<file path="src/rtl/clk_pkg.sv">
// Shared definitions for the DCM lock sequencer: one-hot state codes,
// retry counter width and the counter sizing helper.
package clk_pkg;

    localparam int RETRY_W = 4;

    localparam logic [5:0] ST_RESET_DCM = 6'b000001;
    localparam logic [5:0] ST_WAIT_LOCK = 6'b000010;
    localparam logic [5:0] ST_SETTLE    = 6'b000100;
    localparam logic [5:0] ST_RELEASE   = 6'b001000;
    localparam logic [5:0] ST_RUN       = 6'b010000;
    localparam logic [5:0] ST_FAIL      = 6'b100000;

    typedef enum logic [5:0] {
        RESET_DCM = ST_RESET_DCM,
        WAIT_LOCK = ST_WAIT_LOCK,
        SETTLE    = ST_SETTLE,
        RELEASE   = ST_RELEASE,
        RUN       = ST_RUN,
        FAIL      = ST_FAIL
    } state_t;

    // One counter serves every state, so size it for the longest interval.
    function automatic int cnt_width(input int a, input int b, input int c, input int d);
        int m;
        m = a;
        if (b > m) m = b;
        if (c > m) m = c;
        if (d > m) m = d;
        return $clog2(m) + 1;
    endfunction

endpackage

</file>
<file path="src/rtl/sync_2ff.sv">
// Generic two-flop synchroniser for bringing asynchronous levels into the
// local clock domain.
module sync_2ff #(
    parameter int WIDTH = 1
) (
    input  logic             i_clk,
    input  logic             i_rst,
    input  logic [WIDTH-1:0] i_d,
    output logic [WIDTH-1:0] o_q
);

    logic [WIDTH-1:0] r_meta;
    logic [WIDTH-1:0] r_sync;

    always_ff @(posedge i_clk or posedge i_rst) begin
        if (i_rst) begin
            r_meta <= '0;
            r_sync <= '0;
        end else begin
            r_meta <= i_d;
            r_sync <= r_meta;
        end
    end

    assign o_q = r_sync;

endmodule

</file>
<file path="src/rtl/dcm_lock_sequencer.sv">
// Clock bring-up controller: pulses the DCM reset, waits for lock with a
// bounded retry budget, then releases the downstream reset domains in turn.
module dcm_lock_sequencer
    import clk_pkg::*;
#(
    parameter int RST_PULSE_CYC = 4,
    parameter int LOCK_TIMEOUT  = 65535,
    parameter int SETTLE_CYC    = 256,
    parameter int N_CHAN        = 4,
    parameter int STAGGER_CYC   = 16,
    parameter int MAX_RETRY     = 7
) (
    input  logic               fclk,
    input  logic               rst,
    input  logic               locked,
    output logic               dcm_rst,
    output logic [N_CHAN-1:0]  chan_rst,
    output logic               ready,
    output logic [RETRY_W-1:0] retry_cnt,
    output logic               fail,
    output logic               lock_lost
);

    localparam int CNT_W = cnt_width(RST_PULSE_CYC, LOCK_TIMEOUT, SETTLE_CYC,
                                     N_CHAN * STAGGER_CYC);
    localparam logic [CNT_W-1:0] C_PULSE_END   = CNT_W'(RST_PULSE_CYC - 1);
    localparam logic [CNT_W-1:0] C_TIMEOUT_END = CNT_W'(LOCK_TIMEOUT - 1);
    localparam logic [CNT_W-1:0] C_SETTLE_END  = CNT_W'(SETTLE_CYC - 1);

    state_t             r_state, w_nxt;
    logic [CNT_W-1:0]   r_cnt;
    logic [N_CHAN-1:0]  r_chan_rst, w_chan_nxt;
    logic [RETRY_W-1:0] r_retry, w_retry_nxt, w_retry_inc;
    logic               r_dcm_rst, r_ready, r_fail, r_lock_lost;
    logic               w_locked_s, w_lost_set, w_attempt_fail;

    sync_2ff #(.WIDTH(1)) u_lock_sync (
        .i_clk (fclk),
        .i_rst (rst),
        .i_d   (locked),
        .o_q   (w_locked_s)
    );

    assign w_retry_inc = (r_retry == '1) ? r_retry : r_retry + RETRY_W'(1);

    always_comb begin
        w_nxt          = r_state;
        w_chan_nxt     = r_chan_rst;
        w_retry_nxt    = r_retry;
        w_lost_set     = 1'b0;
        w_attempt_fail = 1'b0;
        case (r_state)
            RESET_DCM: if (r_cnt == C_PULSE_END) w_nxt = WAIT_LOCK;
            // Lock seen on the timeout cycle still wins.
            WAIT_LOCK: begin
                if (w_locked_s)                  w_nxt = SETTLE;
                else if (r_cnt == C_TIMEOUT_END) w_attempt_fail = 1'b1;
            end
            SETTLE: begin
                if (!w_locked_s) begin
                    w_lost_set     = 1'b1;
                    w_attempt_fail = 1'b1;
                end else if (r_cnt == C_SETTLE_END) begin
                    w_nxt = RELEASE;
                end
            end
            RELEASE: begin
                if (!w_locked_s) begin
                    w_lost_set = 1'b1;
                    w_nxt      = RESET_DCM;
                end else if (!r_chan_rst[N_CHAN-1]) begin
                    w_nxt       = RUN;
                    w_retry_nxt = '0;
                end else begin
                    for (int i = 0; i < N_CHAN; i++)
                        if (r_cnt == CNT_W'(i * STAGGER_CYC)) w_chan_nxt[i] = 1'b0;
                end
            end
            RUN: begin
                if (!w_locked_s) begin
                    w_lost_set = 1'b1;
                    w_nxt      = RESET_DCM;
                end
            end
            FAIL:    w_nxt = FAIL;
            default: w_nxt = RESET_DCM;
        endcase
        if (w_attempt_fail) begin
            w_retry_nxt = w_retry_inc;
            w_nxt = (MAX_RETRY != 0 && int'(w_retry_inc) == MAX_RETRY) ? FAIL : RESET_DCM;
        end
        if (w_nxt == RESET_DCM || w_nxt == FAIL) w_chan_nxt = '1;
    end

    always_ff @(posedge fclk or posedge rst) begin
        if (rst) begin
            r_state     <= RESET_DCM;
            r_cnt       <= '0;
            r_dcm_rst   <= 1'b1;
            r_chan_rst  <= '1;
            r_ready     <= 1'b0;
            r_retry     <= '0;
            r_fail      <= 1'b0;
            r_lock_lost <= 1'b0;
        end else begin
            r_state <= w_nxt;
            if (w_nxt != r_state)
                r_cnt <= '0;
            else if (r_state != RUN && r_state != FAIL)
                r_cnt <= r_cnt + CNT_W'(1);
            r_dcm_rst   <= (w_nxt == RESET_DCM) || (w_nxt == FAIL);
            r_chan_rst  <= w_chan_nxt;
            r_ready     <= (w_nxt == RUN);
            r_retry     <= w_retry_nxt;
            r_fail      <= (w_nxt == FAIL);
            r_lock_lost <= r_lock_lost | w_lost_set;
        end
    end

    assign dcm_rst   = r_dcm_rst;
    assign chan_rst  = r_chan_rst;
    assign ready     = r_ready;
    assign retry_cnt = r_retry;
    assign fail      = r_fail;
    assign lock_lost = r_lock_lost;

endmodule

</file>
<file path="config.mk">
export PLATFORM = sky130hd
export DESIGN_NAME = dcm_lock_sequencer
export DESIGN_NICKNAME = d
export VERILOG_FILES = /design/src/rtl/clk_pkg.sv /design/src/rtl/sync_2ff.sv /design/src/rtl/dcm_lock_sequencer.sv
export SDC_FILE = /design/constraint.sdc
export NUM_CORES = 1
export LEC_CHECK = 0
export CAP_MARGIN = 20
export CORE_ASPECT_RATIO = 1.4
export CORE_MARGIN = 8
export CORE_UTILIZATION = 50
export CTS_CLUSTER_DIAMETER = 120
export DETAILED_ROUTE_END_ITERATION = 7
export PLACE_DENSITY = 0.69
export SLEW_MARGIN = 25
export SYNTH_ARGS = -nofsm -noshare
export SYNTH_HDL_FRONTEND = slang
export SYNTH_SLANG_ARGS = --single-unit
</file>
<file path="constraint.sdc">
create_clock -name fclk -period 7.58 [get_ports fclk]
set_input_delay 1.516 -clock fclk [delete_from_list [all_inputs] [get_ports fclk]]
set_output_delay 1.516 -clock fclk [all_outputs]
set_load 0.05 [all_outputs]
</file>
---- Word-level counts from Yosys, hierarchy flattened ----
Index checks and enable logic that the tools add are counted.
word-level totals
  register bits ........................... 37
  input bits .............................. 3
  memory bits (writable) .................. 0
  memories ................................ 0
  latch bits .............................. 0
  memory bits (read-only) ................. 0
  output and inout port bits .............. 12
operators by class
  bitwise logic cells ..................... 1
  reductions and logical operators ........ 18
  multiply operators ...................... 0
  $lt $le $gt $ge ......................... 0
  equality and inequality tests ........... 21
  add/sub/neg operators ................... 2
  div/mod/pow operators ................... 0
  shift operators ......................... 0
  muxes and demuxes ....................... 30
operators with widths
  cell                                                                number
  6-bit two-way mux                                                   9
  4-bit two-way mux                                                   9
  6-bit one-hot mux with 6 select lines                               1
  17-bit by 6-bit == test with 1-bit output (second input constant)   2
  17-bit two-way mux                                                  2
  2-bit nonzero test                                                  9
  17-bit by 1-bit adder with 17-bit output (second input constant)    1
  17-bit by 16-bit == test with 1-bit output (second input constant)  1
  17-bit by 2-bit == test with 1-bit output (second input constant)   1
  17-bit by 5-bit == test with 1-bit output (second input constant)   1
  17-bit by 8-bit == test with 1-bit output (second input constant)   1
  17-bit logical NOT                                                  1
  6-bit by 1-bit == test with 1-bit output (second input constant)    2
  6-bit by 5-bit == test with 1-bit output (second input constant)    2
  6-bit == test (second input constant)                               2
  4-bit AND reduction                                                 3
  4-bit == test (second input constant)                               2
  1-bit two-way mux                                                   8
  6-bit by 2-bit == test with 1-bit output (second input constant)    1
  6-bit by 3-bit == test with 1-bit output (second input constant)    1
  6-bit by 4-bit == test with 1-bit output (second input constant)    1
  6-bit by 5-bit != test with 1-bit output (second input constant)    1
  6-bit != test                                                       1
  6-bit != test (second input constant)                               1
  other kinds (9)                                                     9

---- Logic depth before layout (Yosys ltp) ----
  word-level depth ........................ 9
  gate-level depth with buffers ........... 10

---- By module ----
From an unflattened synthesis, not the netlist that was laid out.
unflattened totals
  cells, all modules ...................... 240
  area total of the unflattened synthesis .. 2285.9 um2
modules (own cells, without submodules)
  module              cells each  times used  area an instance (um2)
  dcm_lock_sequencer  237         1           2232.1
  sync_2ff            3           1           53.8

---- Least setup slack after synthesis ----
Ideal clock, no wire load.
  path kind ............................... register to register
  start point ............................. register r_state[2]
  end point ............................... register r_cnt[16]
  arrival ................................. 2292 ps
  buffers on the path ..................... 3
  path slack .............................. 5165 ps
  stages on the path, launching flop included .. 10
  cells stage by stage .................... dfrtp_1 clkbuf_8 or4b_4 or4_4 o22ai_4 a21o_2 o21a_1 buf_4 buf_6 nor4_1
on the way
  longest elaborated chain between the ends .. 6
RTL lines
  item                                                             line                                                source
  start, declared                                                  dcm_lock_sequencer.sv:30                            state_t r_state, w_nxt;
  start signal, assigned                                           dcm_lock_sequencer.sv:106                           r_state <= w_nxt;
  6-bit two-way mux, on equally long branches                      dcm_lock_sequencer.sv:71, dcm_lock_sequencer.sv:63
  6-bit two-way mux, on equally long branches                      dcm_lock_sequencer.sv:68, dcm_lock_sequencer.sv:60
  6-bit one-hot mux with 6 select lines                            dcm_lock_sequencer.sv:52                            case (r_state)
  6-bit two-way mux                                                dcm_lock_sequencer.sv:88                            if (w_attempt_fail) begin
  6-bit != test                                                    dcm_lock_sequencer.sv:107                           if (w_nxt != r_state)
  17-bit two-way mux / 2-bit nonzero test (equally long branches)  --
  end signal, assigned                                             dcm_lock_sequencer.sv:110                           r_cnt <= r_cnt + CNT_W'(1);
  end, declared                                                    dcm_lock_sequencer.sv:31                            logic [CNT_W-1:0] r_cnt;
Parallel ways exist; a longest one is shown, timed or not.
A chain may end at the register's enable or synchronous reset.

---- Worst setup path after layout ----
  start point ............................. register r_chan_rst[3], in the netlist chan_rst[3]
  end point ............................... output chan_rst[3]
RTL lines
  item                    line                       source
  start, declared         dcm_lock_sequencer.sv:32   logic [N_CHAN-1:0] r_chan_rst, w_chan_nxt;
  start signal, assigned  dcm_lock_sequencer.sv:112  r_chan_rst <= w_chan_nxt;
  end, declared           dcm_lock_sequencer.sv:17   output logic [N_CHAN-1:0] chan_rst,
No word-level cell between the ends.

==> reports/qor.txt <==
critical path, cell by cell: clkdlybuf4s50_1
adder-cell share of the synthesized area: 2.27%
Worst Path Buf+Inv: 1
Max VDD drop: 0.000167 V
area grow syn2layout: 10.3%
Max-Cap Viols: 0
xor/xnor share of the synthesized area: 7.13%
Post-DP Area: 0.00235 mm^2
period utilization: 41.6%
Critical-path top delay cell: clkdlybuf4s50_1
Post-DRT Antenna Nets: 0
postcts setup bufs: 0
first-pass GRT wire length: 8.14 mm
clk buf depth: 2
CTS clk-pin slew, worst paths: 0.07 ns
main combinational cell family by area after synthesis: simple AND/OR/NAND/NOR gates
RSZ-0062 raised after global routing: no
Core Rows: 28
total congestion overflow: 0
post-cts hold buffer count: 0
clk_lat worst skew: 0.29 ns
sequential fraction of the synthesis area: 42.2%
1st-pass router iterations: 4
Post-Route Skew: 0.00371 ns
crit path DAT: 1.63 ns
CP peak stage delay: 0.80 ns
First DRT Iteration DRCs: 139
largest net degree at the start of global routing: 38
top post-synthesis cells by count: dfrtp_1 (31), nor4_1 (21), nand2_1 (17), xnor2_1 (16), nor2_1 (13)
cell count after synthesis: 225
die width: 72.2 um
n_diodes: 0
slew margin rel.: 45.0%
most common cell in the netlist: dfrtp_1
number of enable flip-flop cells after synthesis: 0
RePlAce Congestion: 0.871
Max Slew Vio Count: 0
Yosys warnings: 0
leakage power: 0.928 nW
post-DR wirelength/cell: 16.4 um
layout cell share with drive strength beyond 1: 15.1%
worst hold start: u_lock_sync.r_meta
final wirelength: 4.91 mm
CTS buffer count: 5
most used flip-flop cell after synthesis: dfrtp_1
Fillers: 377
CP endpoint kind: output port
synthesized flop and latch total: 37
Worst-Margin Slew: 0.819 ns
maximum clock frequency: 317 MHz
minimum clock period: 3.15 ns
simple logic cell fraction of the synthesized area: 30.9%
number of global-route vias before repair: 1784
Worst EP required: 6.06 ns
multi-input logic area: 0.00115 mm^2
Post-Syn Nets: 232
drt drc: 0
starting density of the core: 52.1%
Crit path max-delay family: buffers and inverters
Yosys top cell by area: dfrtp_1
Setup TNS: 0 ns
CP max FO: 4
via count: 1785
Mapped Avg Cell Area: 9.82 um^2
post-route cell area: 0.00244 mm^2
CTS tree: built
worst reg2reg startpoint: r_state[1]
Final Hold Viols: 0
kind of critical path: reg -> out
outcome: finished, final reports clean
Cell variety after synth: 55
antenna violations before repair: 0
ys async rst share: 100%
cells resized by post-CTS repair: 0
post-synth top area share: 35.1%
Root Driver: clkbuf_8
fin nets: 245
final setup violation count: 0
vias per cell: 5.97
post-synthesis mux area share: 0.510%
All-Layer GR Usage: 15.2%
die area: 0.00683 mm^2
Tot Pwr: 629 uW
register area: 933 um^2
Synth Area in Compound Gates: 11.2%
worst min path class: reg -> reg
CP Launch Point: chan_rst[3]
Sink Count: 37
core box area: 0.00424 mm^2
CTS H-tree depth: 2
Post-DP HPWL: 3.45 mm
number of port buffers: 14
I/O Pins: 15
PD cells: 258 mW/mm^2
Syn Std Cell Area: 0.00221 mm^2
top post-synthesis cells by area: dfrtp_1 (35%), dfstp_2 (7.1%), xnor2_1 (6.3%)
Die H: 94.7 um
Worst setup SP type: register
## area by class of cell
| class | count | area share [%] |
|---|---|---|
| clock buffers | 8 | 3.70 |
| inverters | 11 | 1.69 |
| well taps | 60 | 3.08 |
| flip-flops and latches | 37 | 38.3 |
| repair buffers | 15 | 6.06 |
| multi-input cells | 168 | 47.2 |
## power by group
part / total (mW) / switching [mW] / internal, mW
Combinational: 0.235 / 0.144 / 0.0910
Sequential: 0.256 / 0.0319 / 0.224
Clock: 0.138 / 0.0644 / 0.0741
## registers in the layout, indices dropped and copies added, names as in the netlist, 4 cells and up
register,cells
r_cnt,17
r_state,6
retry_cnt,4
chan_rst,4
## placed cells by master (no fill, tap or decap), types with 3 or more instances in the layout
cell type,instances
a211oi_1,5
a21oi_1,5
and4_1,3
clkbuf_8,6
clkdlybuf4s50_1,14
dfrtp_1,31
dfstp_2,6
ha_1,4
inv_1,11
nand2_1,17
nand3_1,6
nand4_1,7
nor2_1,13
nor3_1,12
nor4_1,21
nor4b_1,5
o21ai_0,7
o21ai_1,3
o31ai_1,3
or2_2,4
xnor2_1,16
## path summary, 6_finish.rpt
path | slack [ns] | endpoint | cells past startpoint
min | 0.35 | u_lock_sync.o_q | 0
min in group asynchronous | 1.64 | r_state[4] | 3
min reg2reg | 0.35 | u_lock_sync.o_q | 0
max in group asynchronous | 5.60 | chan_rst[3] | 3
max | 4.43 | chan_rst[3] | 1
max reg2reg | 4.66 | r_cnt[15] | 6
## metrics by stage
step	cells	setup WS, ns	utilization (%)	hold WS (ns)
2_1_floorplan	225	5.17	-	0.331
3_3_place_gp	291	4.73	55.4	0.333
3_5_place_dp	291	4.73	55.4	0.335
4_1_cts	299	4.41	57.5	0.351
5_1_grt	299	4.39	57.5	0.373
6_report	299	4.43	57.5	0.349
## kinds of logic (layout without fill, tap and decap cells)
logic type	after synthesis	after routing
XOR/XNOR	18	18
AO/OA/AOI/OAI	35	35
AND/OR/NAND/NOR	110	110
multiplexers	1	1
buffers and inverters	20	34
adder cells (fa/ha/maj)	4	4
flip-flops	37	37
## routing by layer
| metal | wire length, um | global-route usage, % | part of all wire (%) | up-vias |
|---|---|---|---|---|
| met5 | 0 | 0 | 0 | - |
| met4 | 76 | 7.01 | 1.5 | 0 |
| met3 | 122 | 2.86 | 2.5 | 7 |
| met2 | 2640 | 27.9 | 54 | 26 |
| met1 | 2070 | 16.4 | 42 | 899 |
| li1 | - | - | - | 853 |
No activity file was read; power rests on OpenSTA's default activity.
==> RTL change: new RTL, same settings <==
Make the reset (`i_rst` and `rst`) synchronous in 2 clocked blocks. Comments in the files are not updated.
--- a/src/rtl/sync_2ff.sv
+++ b/src/rtl/sync_2ff.sv
@@ -12,7 +12,7 @@
     logic [WIDTH-1:0] r_meta;
     logic [WIDTH-1:0] r_sync;
 
-    always_ff @(posedge i_clk or posedge i_rst) begin
+    always_ff @(posedge i_clk) begin
         if (i_rst) begin
             r_meta <= '0;
             r_sync <= '0;
--- a/src/rtl/dcm_lock_sequencer.sv
+++ b/src/rtl/dcm_lock_sequencer.sv
@@ -92,7 +92,7 @@
         if (w_nxt == RESET_DCM || w_nxt == FAIL) w_chan_nxt = '1;
     end
 
-    always_ff @(posedge fclk or posedge rst) begin
+    always_ff @(posedge fclk) begin
         if (rst) begin
             r_state     <= RESET_DCM;
             r_cnt       <= '0;
Check against the original RTL: differs if rst is asserted again (counterexample within 10 cycles, from zero or initial values and one cycle with rst high); with rst held inactive, the same outputs for 10 cycles.
==> RTL change against the original RTL <==
  * Sequential cell count unchanged
  * Synthesized cell count increased by 4.0%
  * Non-clock buffer count fell by 1
  * Setup slack worse by 0.015 ns
  * Register-to-register slack better by 0.21 ns
  * Routed wire length decreased by 14%
  * Cell area is 4.6% lower
  * Area after synthesis is 6.4% lower
  * Largest cell class unchanged
Power is not compared: it rests on default switching activity, and its combinational part moved more than twofold at a synthesized area within 25%.
==> RTL change: results (changes against the original RTL) <==
\begin{tabular}{lr}
\hline
Metric & Value \\
\hline
\multicolumn{2}{l}{\textbf{Logic synthesis}} \\
Synthesized-area fraction occupied by adder cells & 0.0242 (was 0.0227) \\
Async S/R FF share, synth & 0 (was 1.00) \\
Syn\_nets & 241 (was 232) \\
Xor and xnor fraction of the mapped netlist area & 0.0805 (was 0.0713) \\
Most numerous cell types in the synthesized netlist & dfxtp\_1 (37), nor2\_1 (30), nand2\_1 (20) (was dfrtp\_1 (31), nor4\_1 (21), nand2\_1 (17)) \\
Synthesized instance count & 234 (was 225) \\
Cell types occupying the most area after synthesis & dfxtp\_1 (36\%), nor2\_1 (5.4\%), nor2\_4 (4.9\%), xor2\_1 (4.7\%), nand2\_1 (3.6\%) (was dfrtp\_1 (35\%), dfstp\_2 (7.1\%), xnor2\_1 (6.3\%), nor4\_1 (5.9\%), nand2\_1 (2.9\%)) \\
Share of cell area taken by muxes after synthesis & 0.00968 (was 0.00510) \\
\multicolumn{2}{l}{\textbf{STA}} \\
Worst clock skew & 0.00475 ns (was 0.00371 ns) \\
Measured slew at the worst slew-check pin & 0.619 ns (was 0.819 ns) \\
\multicolumn{2}{l}{\textbf{Global routing}} \\
Met2 Resource Use GR & 0.232 (was 0.279) \\
Met3 Track Usage GR & 0.0421 (was 0.0286) \\
Global-route total usage across every layer & 0.139 (was 0.152) \\
Number of global-route vias before repair & 1620 (was 1784) \\
Pin count of the biggest net entering global routing & 18 (was 38) \\
Global-route wire length before repair & 7.58 mm (was 8.14 mm) \\
\multicolumn{2}{l}{\textbf{Place}} \\
Weighted congestion at the end of routability-driven global placement & 0.882 (was 0.871) \\
Pre-CTS worst setup slack & 4.10 ns (was 4.73 ns) \\
\multicolumn{2}{l}{\textbf{Route}} \\
Routed length on met1 & 1.82 mm (was 2.07 mm) \\
DR iter-0 viols & 121 (was 139) \\
Wire length on met2 & 2.16 mm (was 2.64 mm) \\
Via Count & 1710 (was 1785) \\
\multicolumn{2}{l}{\textbf{Power and ir drop}} \\
Design Power & 0.442 mW \\
\multicolumn{2}{l}{\textbf{Cells and area}} \\
Fin cells & 289 (was 299) \\
\multicolumn{2}{l}{\textbf{Run status}} \\
Outcome & completed (unchanged) \\
\multicolumn{2}{l}{\textbf{Critical path}} \\
Top fanout value on the critical path & 17 (was 4) \\
\hline
\end{tabular}
==> RTL change: path summary, 6_finish.rpt <==
path | slack (ns) | start | endpoint | depth (start not counted)
worst max-delay path | 4.42 | rst | r_cnt[1] | 4
worst min-delay path | 0.45 | u_lock_sync.r_meta | u_lock_sync.o_q | 1
worst max register to register | 4.87 | r_state[4] | r_cnt[1] | 6
worst min register to register | 0.45 | u_lock_sync.r_meta | u_lock_sync.o_q | 1
==> RTL change: cell families after synthesis <==
family	after synthesis
compound gates	32
buf+inv	18
simple gates	122
mux	2
flops	37
xor+xnor	19
fa+ha+maj	4
==> RTL change: layout make-up <==
type                    instances  area, µm²  share of cell area
clock buffers                   6       82.6              0.0355
inverters                       8       30.0              0.0129
well taps                      43       53.8              0.0231
flip-flops and latches         37        741               0.319
repair buffers                 14        140              0.0603
multi-input cells             179       1240               0.533
clock inverters                 2       37.5              0.0161
==> RTL change: critical path, stage by stage <==
cell and delay, ns:
clkdlybuf4s50_1 0.72, a2111oi_4 0.40, nand4b_4 0.47, a21oi_1 0.26
